===== src/rtl/i_fetch_pkg.sv =====
// Shared types for the instruction-fetch stage: FSM states, RVFI trace record and IF/ID payload.
// Also holds the reset PC and a helper that builds the trace record for a fetched word.
package i_fetch_pkg;

    localparam logic [31:0] RESET_PC = 32'h4000_0060;

    typedef enum logic [1:0] {
        StFetch = 2'd0,
        StHold  = 2'd1,
        StDrain = 2'd2
    } fetch_state_t;

    typedef struct packed {
        logic        valid;
        logic [63:0] order;
        logic [31:0] insn;
        logic        trap;
        logic        halt;
        logic        intr;
        logic [1:0]  mode;
        logic [1:0]  ixl;
        logic [4:0]  rs1_addr;
        logic [4:0]  rs2_addr;
        logic [31:0] rs1_rdata;
        logic [31:0] rs2_rdata;
        logic [4:0]  rd_addr;
        logic [31:0] rd_wdata;
        logic [31:0] pc_rdata;
        logic [31:0] pc_wdata;
        logic [31:0] mem_addr;
        logic [3:0]  mem_rmask;
        logic [3:0]  mem_wmask;
        logic [31:0] mem_rdata;
        logic [31:0] mem_wdata;
    } rvfi_t;

    typedef struct packed {
        logic [31:0] pc;
        logic [31:0] ir;
        rvfi_t       rvfi_d;
    } IF_ID_stage_t;

    // Only the PC pair is known at fetch; later stages fill in the rest.
    function automatic rvfi_t make_rvfi(input logic [31:0] pc);
        rvfi_t r;
        r          = '0;
        r.pc_rdata = pc;
        r.pc_wdata = pc + 32'd4;
        return r;
    endfunction

endpackage


===== src/rtl/i_fetch.sv =====
// Instruction-fetch stage: owns the PC, issues I-memory reads and drives the IF/ID register.
// Handles ID back-pressure, EX redirects and discarding responses of squashed requests.
module i_fetch
    import i_fetch_pkg::*;
(
    input  logic         clk,
    input  logic         rst,
    input  logic         stall_i,
    input  logic         redirect_i,
    input  logic [31:0]  redirect_pc_i,
    output logic         imem_read_o,
    output logic [31:0]  imem_address_o,
    input  logic [31:0]  imem_rdata_i,
    input  logic         imem_resp_i,
    output IF_ID_stage_t if_out,
    output logic         if_valid_o
);

    fetch_state_t state_q, state_d;
    logic [31:0]  pc_q, pc_d;
    logic [31:0]  pend_pc_q, pend_pc_d;
    logic [31:0]  hold_ir_q, hold_ir_d;
    IF_ID_stage_t if_out_q, if_out_d;
    logic         if_valid_q, if_valid_d;
    logic [31:0]  pc_plus4;

    assign pc_plus4 = pc_q + 32'd4;

    always_comb begin
        state_d    = state_q;
        pc_d       = pc_q;
        pend_pc_d  = pend_pc_q;
        hold_ir_d  = hold_ir_q;
        if_out_d   = if_out_q;
        if_valid_d = if_valid_q;

        unique case (state_q)
            StFetch: begin
                if (imem_resp_i) begin
                    if (redirect_i) begin
                        pc_d       = redirect_pc_i;
                        if_valid_d = 1'b0;
                    end else if (!stall_i) begin
                        if_out_d.pc     = pc_q;
                        if_out_d.ir     = imem_rdata_i;
                        if_out_d.rvfi_d = make_rvfi(pc_q);
                        if_valid_d      = 1'b1;
                        pc_d            = pc_plus4;
                    end else begin
                        hold_ir_d = imem_rdata_i;
                        state_d   = StHold;
                    end
                end else begin
                    if (redirect_i) begin
                        // The in-flight request still owes a response; wait it out.
                        pend_pc_d  = redirect_pc_i;
                        if_valid_d = 1'b0;
                        state_d    = StDrain;
                    end else if (!stall_i) begin
                        if_valid_d = 1'b0;
                    end
                end
            end

            StHold: begin
                if (redirect_i) begin
                    pc_d       = redirect_pc_i;
                    if_valid_d = 1'b0;
                    state_d    = StFetch;
                end else if (!stall_i) begin
                    if_out_d.pc     = pc_q;
                    if_out_d.ir     = hold_ir_q;
                    if_out_d.rvfi_d = make_rvfi(pc_q);
                    if_valid_d      = 1'b1;
                    pc_d            = pc_plus4;
                    state_d         = StFetch;
                end
            end

            StDrain: begin
                if_valid_d = 1'b0;
                if (redirect_i) begin
                    pend_pc_d = redirect_pc_i;
                end
                if (imem_resp_i) begin
                    pc_d    = redirect_i ? redirect_pc_i : pend_pc_q;
                    state_d = StFetch;
                end
            end

            default: begin
                state_d = StFetch;
            end
        endcase
    end

    always_ff @(posedge clk) begin
        if (rst) begin
            state_q    <= StFetch;
            pc_q       <= RESET_PC;
            pend_pc_q  <= '0;
            hold_ir_q  <= '0;
            if_out_q   <= '0;
            if_valid_q <= 1'b0;
        end else begin
            state_q    <= state_d;
            pc_q       <= pc_d;
            pend_pc_q  <= pend_pc_d;
            hold_ir_q  <= hold_ir_d;
            if_out_q   <= if_out_d;
            if_valid_q <= if_valid_d;
        end
    end

    assign imem_read_o    = !rst && (state_q != StHold);
    assign imem_address_o = pc_q;
    assign if_out         = if_out_q;
    assign if_valid_o     = if_valid_q;

    redirect_aligned: assert property (@(posedge clk) disable iff (rst)
        redirect_i |-> (redirect_pc_i[1:0] == 2'b00));

endmodule


===== config.mk =====
export PLATFORM = sky130hd
export DESIGN_NAME = i_fetch
export DESIGN_NICKNAME = d
export VERILOG_FILES = /design/src/rtl/i_fetch_pkg.sv /design/src/rtl/i_fetch.sv
export SDC_FILE = /design/constraint.sdc
export NUM_CORES = 1
export LEC_CHECK = 0
export ABC_AREA = 1
export BUFFER_PORTS_ARGS = -buffer_cell sky130_fd_sc_hd__buf_2
export CORE_AREA = 2 2 217 219
export CTS_BUF_LIST = sky130_fd_sc_hd__clkbuf_2
export CTS_CLUSTER_DIAMETER = 200
export DETAILED_ROUTE_END_ITERATION = 7
export DIE_AREA = 0 0 219 221
export PLACE_DENSITY = 0.54
export SETUP_SLACK_MARGIN = 0.5
export SLEW_MARGIN = 30
export SYNTH_ARGS = -nofsm -noshare
export SYNTH_HDL_FRONTEND = slang
export SYNTH_SLANG_ARGS = --single-unit

===== constraint.sdc =====
create_clock -name clk -period 4.3 [get_ports clk]
set_clock_uncertainty 0.05 [all_clocks]
set_input_delay 0.645 -clock clk [delete_from_list [all_inputs] [get_ports clk]]
set_output_delay 0.645 -clock clk [all_outputs]
set_load 0.02 [all_outputs]

# After elaboration in Yosys (flattened, before gate mapping)
# Cells that the tools add are included.
word_totals:
  reg_bits: 546
  inputBits: 69
  output_inout_bits: 481
  word_cells: 85
op_classes:
  n_reduce_logical: 12
  n_mux: 28
  n_addsub: 1
  n_eq_ne: 15
  n_bitwise: 1
ops:
  columns: ["operator", "n"]
  rows:
  - ["$mux W447", 5]
  - ["$pmux W447 S2", 1]
  - ["$mux W32", 6]
  - ["$pmux W32 S3", 1]
  - ["$pmux W32 S2", 1]
  - ["$add A32 B3 Y32 const B", 1]
  - ["$mux W2", 7]
  - ["$ne A2 B2 Y1 const B", 7]
  - ["$ne A3 B3 Y1 const B", 4]
  - ["$pmux W2 S3", 1]
  - ["$reduce_and A6 Y1", 1]
  - ["$mux W1", 5]
  - ["$reduce_and A5 Y1", 1]
  - ["$ne A4 B4 Y1 const B", 1]
  - ["$reduce_and A2 Y1", 2]
  - ["$reduce_and A4 Y1", 1]
  - ["$reduce_bool A2 Y1", 2]
  - ["$pmux W1 S3", 1]
  - ["$reduce_and A3 Y1", 1]
  - ["$reduce_bool A3 Y1", 1]
  - ["$eq A2 B1 Y1 const B", 1]
  - ["$eq A2 B2 Y1 const B", 1]
  - ["$logic_not A2 Y1", 1]
  - ["$ne A2 B1 Y1 const B", 1]
  - ["other kinds (3)", 3]

# Longest topological paths before layout
# Gate-level depths: netlist (run 1).
logic_depth:
  depth_word: 5
  depth_mapped: 11
  ltp_nobuf: 11

# Least setup slack after synthesis (run 1)
# Ideal clock, no wire load.
synth_timing:
  path_kind: "reg2out"
  startpoint: "register state_q[1]"
  endpoint: "output imem_read_o"
  arrival_ns: 1.396
  slack_ns: 2.209
  required_time_ns: 3.605
  n_path_buf: 2
  path_stages_with_launch: 6
  path_cell_list: "dfxtp_1 > inv_1 > ha_1 > clkbuf_1 > buf_1 > nor2_1"
synth_via:
  elab_chain_len: 2
synth_rtl:
  columns: ["element", "line", "source"]
  rows:
  - ["start, declared", "i_fetch.sv:19", "fetch_state_t state_q, state_d;"]
  - ["start signal, assigned", "i_fetch.sv:99", "state_q <= StFetch;"]
  - ["start signal, assigned", "i_fetch.sv:106", "state_q <= state_d;"]
  - ["$ne A2 B1 Y1", "i_fetch.sv:115", "assign imem_read_o = !rst && (state_q != StHold);"]
  - ["$logic_and A1 B1 Y1", "i_fetch.sv:115", null]
  - ["end, declared", "i_fetch.sv:11", "output logic imem_read_o,"]
# No other way between the ends.

# Worst setup path in the final report (run 1)
# Ends and elaborated chain as after synthesis.

==> results.toml, run 1 <==
[cts]
tritoncts = "built"
clockBufferDepth = 2
htree_levels = 4
cts-root-buf = "clkbuf_2"
path_clk_slew_ns = 0.29
cts_inserted_buffers = 17
cts.sinks = 193
clk_latency_ns = 0.85
post-cts-setup-buffer-count = 0

[setup_path]
r2r-end = "if_out[115]"
crit_arrival_ns = 2.49
path_max_fanout = 67
crit_path_max_incr_delay_ns = 0.53
crit_path_end_kind = "output pin"
reg2reg_slack_ns = 1.16
path_delay_family = "buffers and inverters"
worst_r2r_path_depth = 11
startpoint_type = "flop"
crit_type = "flop to output pin"
cp_slowest_cell = "buf_4"
required_ns = 3.61
critical_path_buf_inv_count = 3
r2r_start = "state_q[1]"
path_cells = "inv_1 -> ha_2 -> buf_4 -> nor2_1 -> buf_2"

[floorplanning]
die_x_um = 219
die_h_um = 221
fp-row-count = 79
initial_core_util = 0.253
coreArea_um2 = 46100
ios = 550
die_area_um2 = 48400

[yosys]
synthArstFlopShare = 0
ys_types = 38
synth.avg_cell_area_um2 = 7.19
yosysSeqAreaShare = 0.332
synth_area_um2 = 11600
syn-instance-count = 1619
synth_warnings = 0
synth_top_cells_by_count = "buf_4 (397), dfxtp_1 (193), nor2_1 (173)"
synth-main-ff-cell = "dfxtp_1"
ys_seq_elements = 193
synth_edf_count = 0
yosysMostFrequentCell = "buf_4"
synth_top_area_share = 0.332
synth_top_area_cell = "dfxtp_1"
synth_area_leaders = "dfxtp_1 (33%), buf_4 (26%), a21oi_1 (7.0%)"

[pwr]
power.density_nw_per_um2 = 383
leakagePower_nw = 6.22
ir_drop_v = 0.000188

[routing]
ant_nets = 0
avgRoutedWirePerCell_um = 14.1
firstDrtPassIters = 5
vias_per_cell = 4.03
vias = 9657
drt-total-wl_um = 33900
drc = 0
drtIter0Drc = 414

[place]
gp_congestion = 0.819
io_buffers = 230
dp_hpwl_um = 24900
dp_slack_ns = 0.886

[flow_run]
cap_viol_max_count = 0

[sta]
setup_viol = 0
hold_violations = 0
worstMarginPinSlew_ns = 0.925
tns_ns = 0
relSlewSlack = 0.384
fin_ws_ns = 1.12
min_period_ns = 3.18
period_share = 0.740
maxSlewViolCount = 0
timing.fmax_mhz = 314
rsz0062_at_grt = "false"

[final_layout]
syn_to_final_growth_pct = 5.10
drive_gt1_frac = 0.163
fin_nets = 1848
finish.utilization = 0.266

[hold_path]
hold_end = "imem_address_o[25]"
hp-class = "input pin to flop"
hold_path.startpoint = "redirect_pc_i[25]"
hold_depth = 5

[global_routing]
grt_pass1_wl_um = 49900
grt_usage = 0.134
grt_pass1_vias = 8419
antenna_found_initial = 4
grt_max_degree = 80
grt.overflow.total = 0

[run_status]
status = "completed"
## area by class of cell
class                           count  area (um^2)
Tap cell                          607          759
Fill cell                        5131        33800
Multi-Input combinational cell   1132         5150
Antenna cell                        3         7.51
Clock buffer                       18         90.1
Sequential cell                   193         3860
Clock inverter                     13          145
Inverter                          149          563
Timing Repair Buffer              281         1660
## per-stage QoR
step | hold WS (ns) | power (mW) | cells | cell area (um^2)
4_1_cts | 0.00219 | 4.75 | 2393 | 12200
3_3_place_gp | 0.401 | 3.71 | 2320 | 11600
2_1_floorplan | 0.391 | 3.60 | 1937 | 12800
5_1_grt | 0.0167 | 5.00 | 2395 | 12200
6_report | 0.114 | 4.69 | 2396 | 12200
3_5_place_dp | 0.403 | 3.73 | 2320 | 11600
## state kept, by name (all words and copies together) (netlist names)
register        count
hold_ir_q          32
if_out             94
if_valid_o          1
imem_address_o     32
pend_pc_q          32
state_q             2
## worst max-delay path by stage
stage	from	end	slack, ns	cells past startpoint
after CTS	state_q[1]	imem_read_o	0.97	5
after global placement	redirect_i	if_out[114]	0.94	9
after floorplan	state_q[1]	imem_read_o	2.21	5
after detailed placement	redirect_i	if_out[115]	0.89	9
after global routing	state_q[1]	if_out[115]	0.75	11
final	state_q[1]	imem_read_o	1.12	5
## power breakdown
part | total [mW] | switching [mW] | internal, mW
logic | 1.52 | 1.12 | 0.398
registers | 2.20 | 0.192 | 2.01
clock network | 0.965 | 0.725 | 0.240
total | 4.69 | 2.03 | 2.65
## kinds of logic after synthesis
| family | share of synthesized area |
|---|---|
| xor gates and xnor gates | 0.0113 |
| DFF | 0.332 |
| and+or+nand+nor | 0.138 |
| adders and majority gates | 0.00537 |
| other | 0.000322 |
| buffers and inverters | 0.329 |
| AOI/OAI and AO/OA | 0.185 |
## layout by cell type, fill, tap and decap left out, drive strengths merged, types with 2 or more instances in the layout
cell type	Yosys	layout
nor3	20	20
ha	5	5
diode	0	3
clkinv	0	5
o221ai	2	2
dfxtp	193	193
nand2	164	164
clkbuf	39	18
inv	149	156
o21ai	179	179
buf	424	239
o31ai	3	3
xor2	13	13
a31oi	15	15
nand4	3	3
nor2	182	182
xnor2	2	2
nand3	19	19
a21oi	164	164
conb	1	319
a211oi	37	37
dlygate4sd3	0	42
## tightest hold or removal path, delay by kind of cell
| family | cells | cell delay [ns] |
|---|---|---|
| simple gates | 1 | 0.04 |
| buf+inv | 2 | 0.14 |
| compound gates | 2 | 0.15 |
## routing by layer
layer,global-route usage,share of wire,vias to the layer above,wire [um]
met5,0,0,-,0
met3,0.0338,0.070,24,2370
li1,-,-,4795,-
met1,0.164,0.41,4435,14000
met4,0.0333,0.014,0,473
met2,0.233,0.50,403,17100
## what timing repair did
action,4_1_cts,5_1_grt
hold endpoints to repair,52,0
hold buffers,42,0
resized for setup,0,0
Note: power is estimated with default switching activity, not from simulation.
==> run 2, diff against run 1 <==
==> constraint.sdc (replaced) <==
create_clock -name clk -period 3.3 [get_ports clk]
set_clock_uncertainty 0.05 [all_clocks]
set_input_delay 0.495 -clock clk [delete_from_list [all_inputs] [get_ports clk]]
set_output_delay 0.495 -clock clk [all_outputs]
set_load 0.02 [all_outputs]
==> run 2 against run 1 <==
  * Routed wire length increased by 1.6%
  * Sequential cell count stayed put
  * Worst setup slack got worse by 0.45 ns
  * Critical endpoint unchanged
  * Die area is the same
  * Critical path type unchanged
  * Core utilization increased by 0.82 points
  * Clock power increased by 26%
  * Largest power group unchanged
  * Register-to-register slack got worse by 0.28 ns
  * Worst hold slack gained 0.0022 ns
  * Non-clock buffer count up 38
  * Critical path depth stayed put
==> results.toml, run 2 (synthesis results as in run 1) <==
[run_status]
status = "completed"

[sta]
rsz0062_at_grt = "false"
period_share = 0.798
setup_viol = 0
worstMarginPinSlew_ns = 0.652
relSlewSlack = 0.565
hold_violations = 0
maxSlewViolCount = 0
timing.fmax_mhz = 380
min_period_ns = 2.63
tns_ns = 0
fin_ws_ns = 0.667
holdWs_ns = 0.117

[global_routing]
grt_pass1_vias = 8696
grt_max_degree = 84
antenna_found_initial = 2
grt_pass1_wl_um = 50800
grt_usage = 0.137
grt.overflow.total = 0

[floorplanning]
initial_core_util = 0.253
die_h_um = 221
ios = 550
fp-row-count = 79
die_area_um2 = 48400
coreArea_um2 = 46100
die_x_um = 219

[final_layout]
drive_gt1_frac = 0.167
layout_common_cells = "conb_1 (319), buf_2 (229), dfxtp_1 (191)"
final_common_cell = "conb_1"
largest_reg_flops = 94
instances_no_fill = 2434
syn_to_final_growth_pct = 8.35
fin_nets = 1886

[setup_path]
crit_type = "flop to output pin"
cp_slowest_cell = "dfxtp_4"
path_cells = "inv_1 -> ha_4 -> buf_12 -> nor2_1 -> buf_4"
critical_path_buf_inv_count = 3
required_ns = 2.75
crit_path_end_kind = "output pin"
path_delay_family = "flip-flops"
crit_arrival_ns = 2.09
path_max_fanout = 34
crit_path_max_incr_delay_ns = 0.42
startpoint_type = "flop"

[place]
gp_congestion = 0.853
dp_cells = 2328
io_buffers = 230
dp_hpwl_um = 25500
dp_slack_ns = 0.963

[cts]
clockBufferDepth = 2
cts.sinks = 193
cts_inserted_buffers = 17
tritoncts = "built"
htree_levels = 4
path_clk_slew_ns = 0.32
clk_latency_ns = 0.88
cts-root-buf = "clkbuf_2"

[pwr]
ir_drop_v = 0.000228
power.density_nw_per_um2 = 487
leakagePower_nw = 6.37

[flow_run]
cap_viol_max_count = 0

[routing]
firstDrtPassIters = 5
vias = 9832
ant_nets = 0
drt-total-wl_um = 34400
drc = 0
vias_per_cell = 4.04
drtIter0Drc = 679
avgRoutedWirePerCell_um = 14.1

[hold_path]
hp-class = "input pin to flop"
[run 2: layer usage]
layer / wire [um] / part of all wire / track usage
met1: 14300 / 0.42 / 0.166
met2: 17200 / 0.50 / 0.240
met3: 2370 / 0.069 / 0.0313
met4: 526 / 0.015 / 0.0353
met5: 0 / 0 / 0
[run 2: what timing repair did]
| item | CTS | global route |
|---|---|---|
| buffers inserted | 1 | 1 |
| hold endpoints to repair | 131 | 0 |
| hold buffers | 70 | 0 |
| resized for setup | 5 | 3 |
| endpoints found under the setup margin | 1 | 1 |
| cloned | 0 | 0 |
[run 2: final timing paths]
kind                 start             to  slack, ns  cells past startpoint
max             state_q[1]    imem_read_o       0.67                      5
min             redirect_i   pend_pc_q[7]       0.12                      5
max reg2reg     state_q[0]   pend_pc_q[1]       0.88                      8
min reg2reg  pend_pc_q[15]  pend_pc_q[15]       0.43                      2
[run 2: layout make-up]
type,instances,area (um^2)
Sequential cell,193,3870
Clock buffer,17,85.1
Multi-Input combinational cell,1132,5160
Tap cell,607,759
Timing Repair Buffer,319,2030
Clock inverter,15,145
Antenna cell,2,5.00
Fill cell,5118,33400
Inverter,149,563
[run 2: power by group]
| group | internal, mW | leakage, nW | total [mW] | switching (mW) |
|---|---|---|---|---|
| combinational | 0.568 | 4.65 | 2.04 | 1.47 |
| clock | 0.243 | 0.137 | 1.22 | 0.981 |
| sequential | 2.62 | 1.58 | 2.87 | 0.248 |
[run 2: worst reg2reg max path, delay by kind of cell, from the launching register on]
family | cells | cell delay, ns
buf+inv | 4 | 1.10
compound gates | 3 | 0.53
flops | 1 | 0.46
fa+ha+maj | 1 | 0.21
[run 2: through the flow]
step,total power [mW],cell area [um^2],util
finish,6.14,12600,0.274
global route,6.56,12600,0.274
CTS,6.22,12600,0.274
detailed placement,4.88,11600,0.253
global placement,4.86,11600,0.253
floorplan,4.69,12800,-
==> run 3, diff against run 2 <==
==> constraint.sdc (replaced) <==
create_clock -name clk -period 2.5 [get_ports clk]
set_clock_uncertainty 0.05 [all_clocks]
set_input_delay 0.375 -clock clk [delete_from_list [all_inputs] [get_ports clk]]
set_output_delay 0.375 -clock clk [all_outputs]
set_load 0.02 [all_outputs]
==> run 3 against run 2 <==
  * Worst setup slack worse by 0.31 ns
  * Sequential power increased by 31%
  * Clock power grew 33%
  * Core utilization up 3.5 points
  * Routed wire length rose by 9.8%
  * Global-route usage up 0.63 points
  * Critical path depth fell by 1
  * Worst hold slack worse by 0.040 ns
==> results.toml, run 3 (synthesis results as in run 1) <==
[place]
dp_hpwl_um = 25700
post_dp_cell_area_um2 = 11700
dp_slack_ns = 0.101
io_buffers = 230
gp_congestion = 0.883

[routing]
avgRoutedWirePerCell_um = 15.0
drc = 0
vias = 10300
firstDrtPassIters = 5
ant_nets = 0
drtIter0Drc = 534
vias_per_cell = 4.10
drt-total-wl_um = 37800

[sta]
timing.fmax_mhz = 468
setup_viol = 0
hold_violations = 0
fin_ws_ns = 0.362
maxSlewViolCount = 0
period_share = 0.855
holdWs_ns = 0.0768
relSlewSlack = 0.618
worstMarginPinSlew_ns = 0.572
rsz0062_at_grt = "true"
tns_ns = 0
min_period_ns = 2.14

[final_layout]
layout_common_cells = "conb_1 (319), nor2_1 (169), a21oi_1 (164)"
syn_to_final_growth_pct = 22.2
seq_area_um2 = 4100
multi_input_area_um2 = 5290
final_common_cell = "conb_1"
largest_reg_flops = 94
fin_nets = 1963
final_area_um2 = 14200
drive_gt1_frac = 0.260
fill_cells = 5041

[hold_path]
hold_path.startpoint = "rst"
hp-class = "input pin to flop"

[setup_path]
startpoint_type = "flop"
crit_start = "state_q[1]"
crit_path_max_incr_delay_ns = 0.44
path_max_fanout = 2
crit_type = "flop to output pin"
crit_path_end_kind = "output pin"
path_cells = "inv_4 -> ha_4 -> nor2_4 -> buf_6"
cp_slowest_cell = "dfxtp_4"
crit_arrival_ns = 1.71
required_ns = 2.08
r2r_start = "state_q[0]"

[floorplanning]
die_h_um = 221
coreArea_um2 = 46100
initial_core_util = 0.253
die_area_um2 = 48400
fp-row-count = 79
ios = 550
die_x_um = 219

[cts]
cts_inserted_buffers = 17
cts-root-buf = "clkbuf_2"
path_clk_slew_ns = 0.32
cts.sinks = 193
htree_levels = 4
tritoncts = "built"
clk_latency_ns = 0.86
clockBufferDepth = 2

[pwr]
p_clk_frac = 0.182
power.density_nw_per_um2 = 623
ir_drop_v = 0.000291
power_frac_seq = 0.424
switching_share = 0.428
leakagePower_nw = 6.97
p_int_mw = 5.07
p_comb_frac = 0.393
p_switching_mw = 3.79

[global_routing]
top_usage_layer = "met2"
grt_pass1_vias = 9121
grt_usage = 0.143
grt_pass1_wl_um = 53000
grt_max_degree = 65
grt.met2_usage = 0.262
gr-usage-met1 = 0.164
antenna_found_initial = 3
use_met3 = 0.0378
grt.overflow.total = 0

[run_status]
status = "completed"

[flow_run]
cap_viol_max_count = 0
run 3: changes by cell type in the layout (fill, tap and decap cells not counted), sizes merged:
cell | previous run | this run
diode | 2 | 3
clkbuf | 17 | 25
buf | 249 | 309
clkinvlp | 2 | 4
clkinv | 6 | 8
dlygate4sd3 | 70 | 78
inv | 156 | 153
run 3: layout make-up:
cell class | instances | share of cell area
Clock buffer | 18 | 0.00633
Timing Repair Buffer | 394 | 0.228
Timing Repair inverter | 2 | 0.00106
Clock inverter | 14 | 0.00967
Inverter | 149 | 0.0419
Sequential cell | 193 | 0.288
Multi-Input combinational cell | 1132 | 0.372
Antenna cell | 3 | 0.000528
Tap cell | 607 | 0.0534
run 3: worst paths after layout:
| check | cells after the start | end | slack, ns |
|---|---|---|---|
| worst min-delay path | 5 | if_out[114] | 0.08 |
| worst min register to register | 2 | if_out[106] | 0.43 |
| worst max-delay path | 4 | imem_read_o | 0.36 |
| worst max register to register | 8 | pend_pc_q[15] | 0.55 |
run 3: timing repair:
item / in CTS / in global routing
gates cloned: 2 / 5
hold buffers: 77 / 1
setup buffers: 36 / 22
endpoints found under the setup margin: 210 / 317
pin swaps: 3 / 4
endpoints found under the hold margin: 138 / 1
gates resized for setup: 143 / 218
run 3: metal layers:
metal  wire, um  share of wire  vias to the layer above
met2      19500           0.52                      372
met1      15300           0.41                     4857
met3       2510          0.067                       22
met5          0              0                        -
li1           -              -                     5036
met4        439          0.012                        0
run 3: critical path: cells and delay by family (launching register included):
kind	cells	cell delay, ns
buffers and inverters	2	0.17
and+or+nand+nor	1	0.08
DFF	1	0.44
adders and majority gates	1	0.16
run 3: power by group through the flow:
stage	sequential (mW)	clock (mW)	combinational, mW
6_report	3.76	1.62	3.49
5_1_grt	3.81	1.81	3.78
4_1_cts	3.75	1.69	3.10
3_5_place_dp	3.85	0	2.63
3_3_place_gp	3.84	0	2.60
2_1_floorplan	3.88	0	2.31
run 3: through the flow:
stage	utilization	instances	total power, mW
after CTS	0.290	2481	8.54
after detailed placement	0.255	2334	6.48
after global routing	0.309	2511	9.40
final	0.309	2512	8.86
after global placement	0.255	2334	6.44
after floorplan	-	1937	6.19
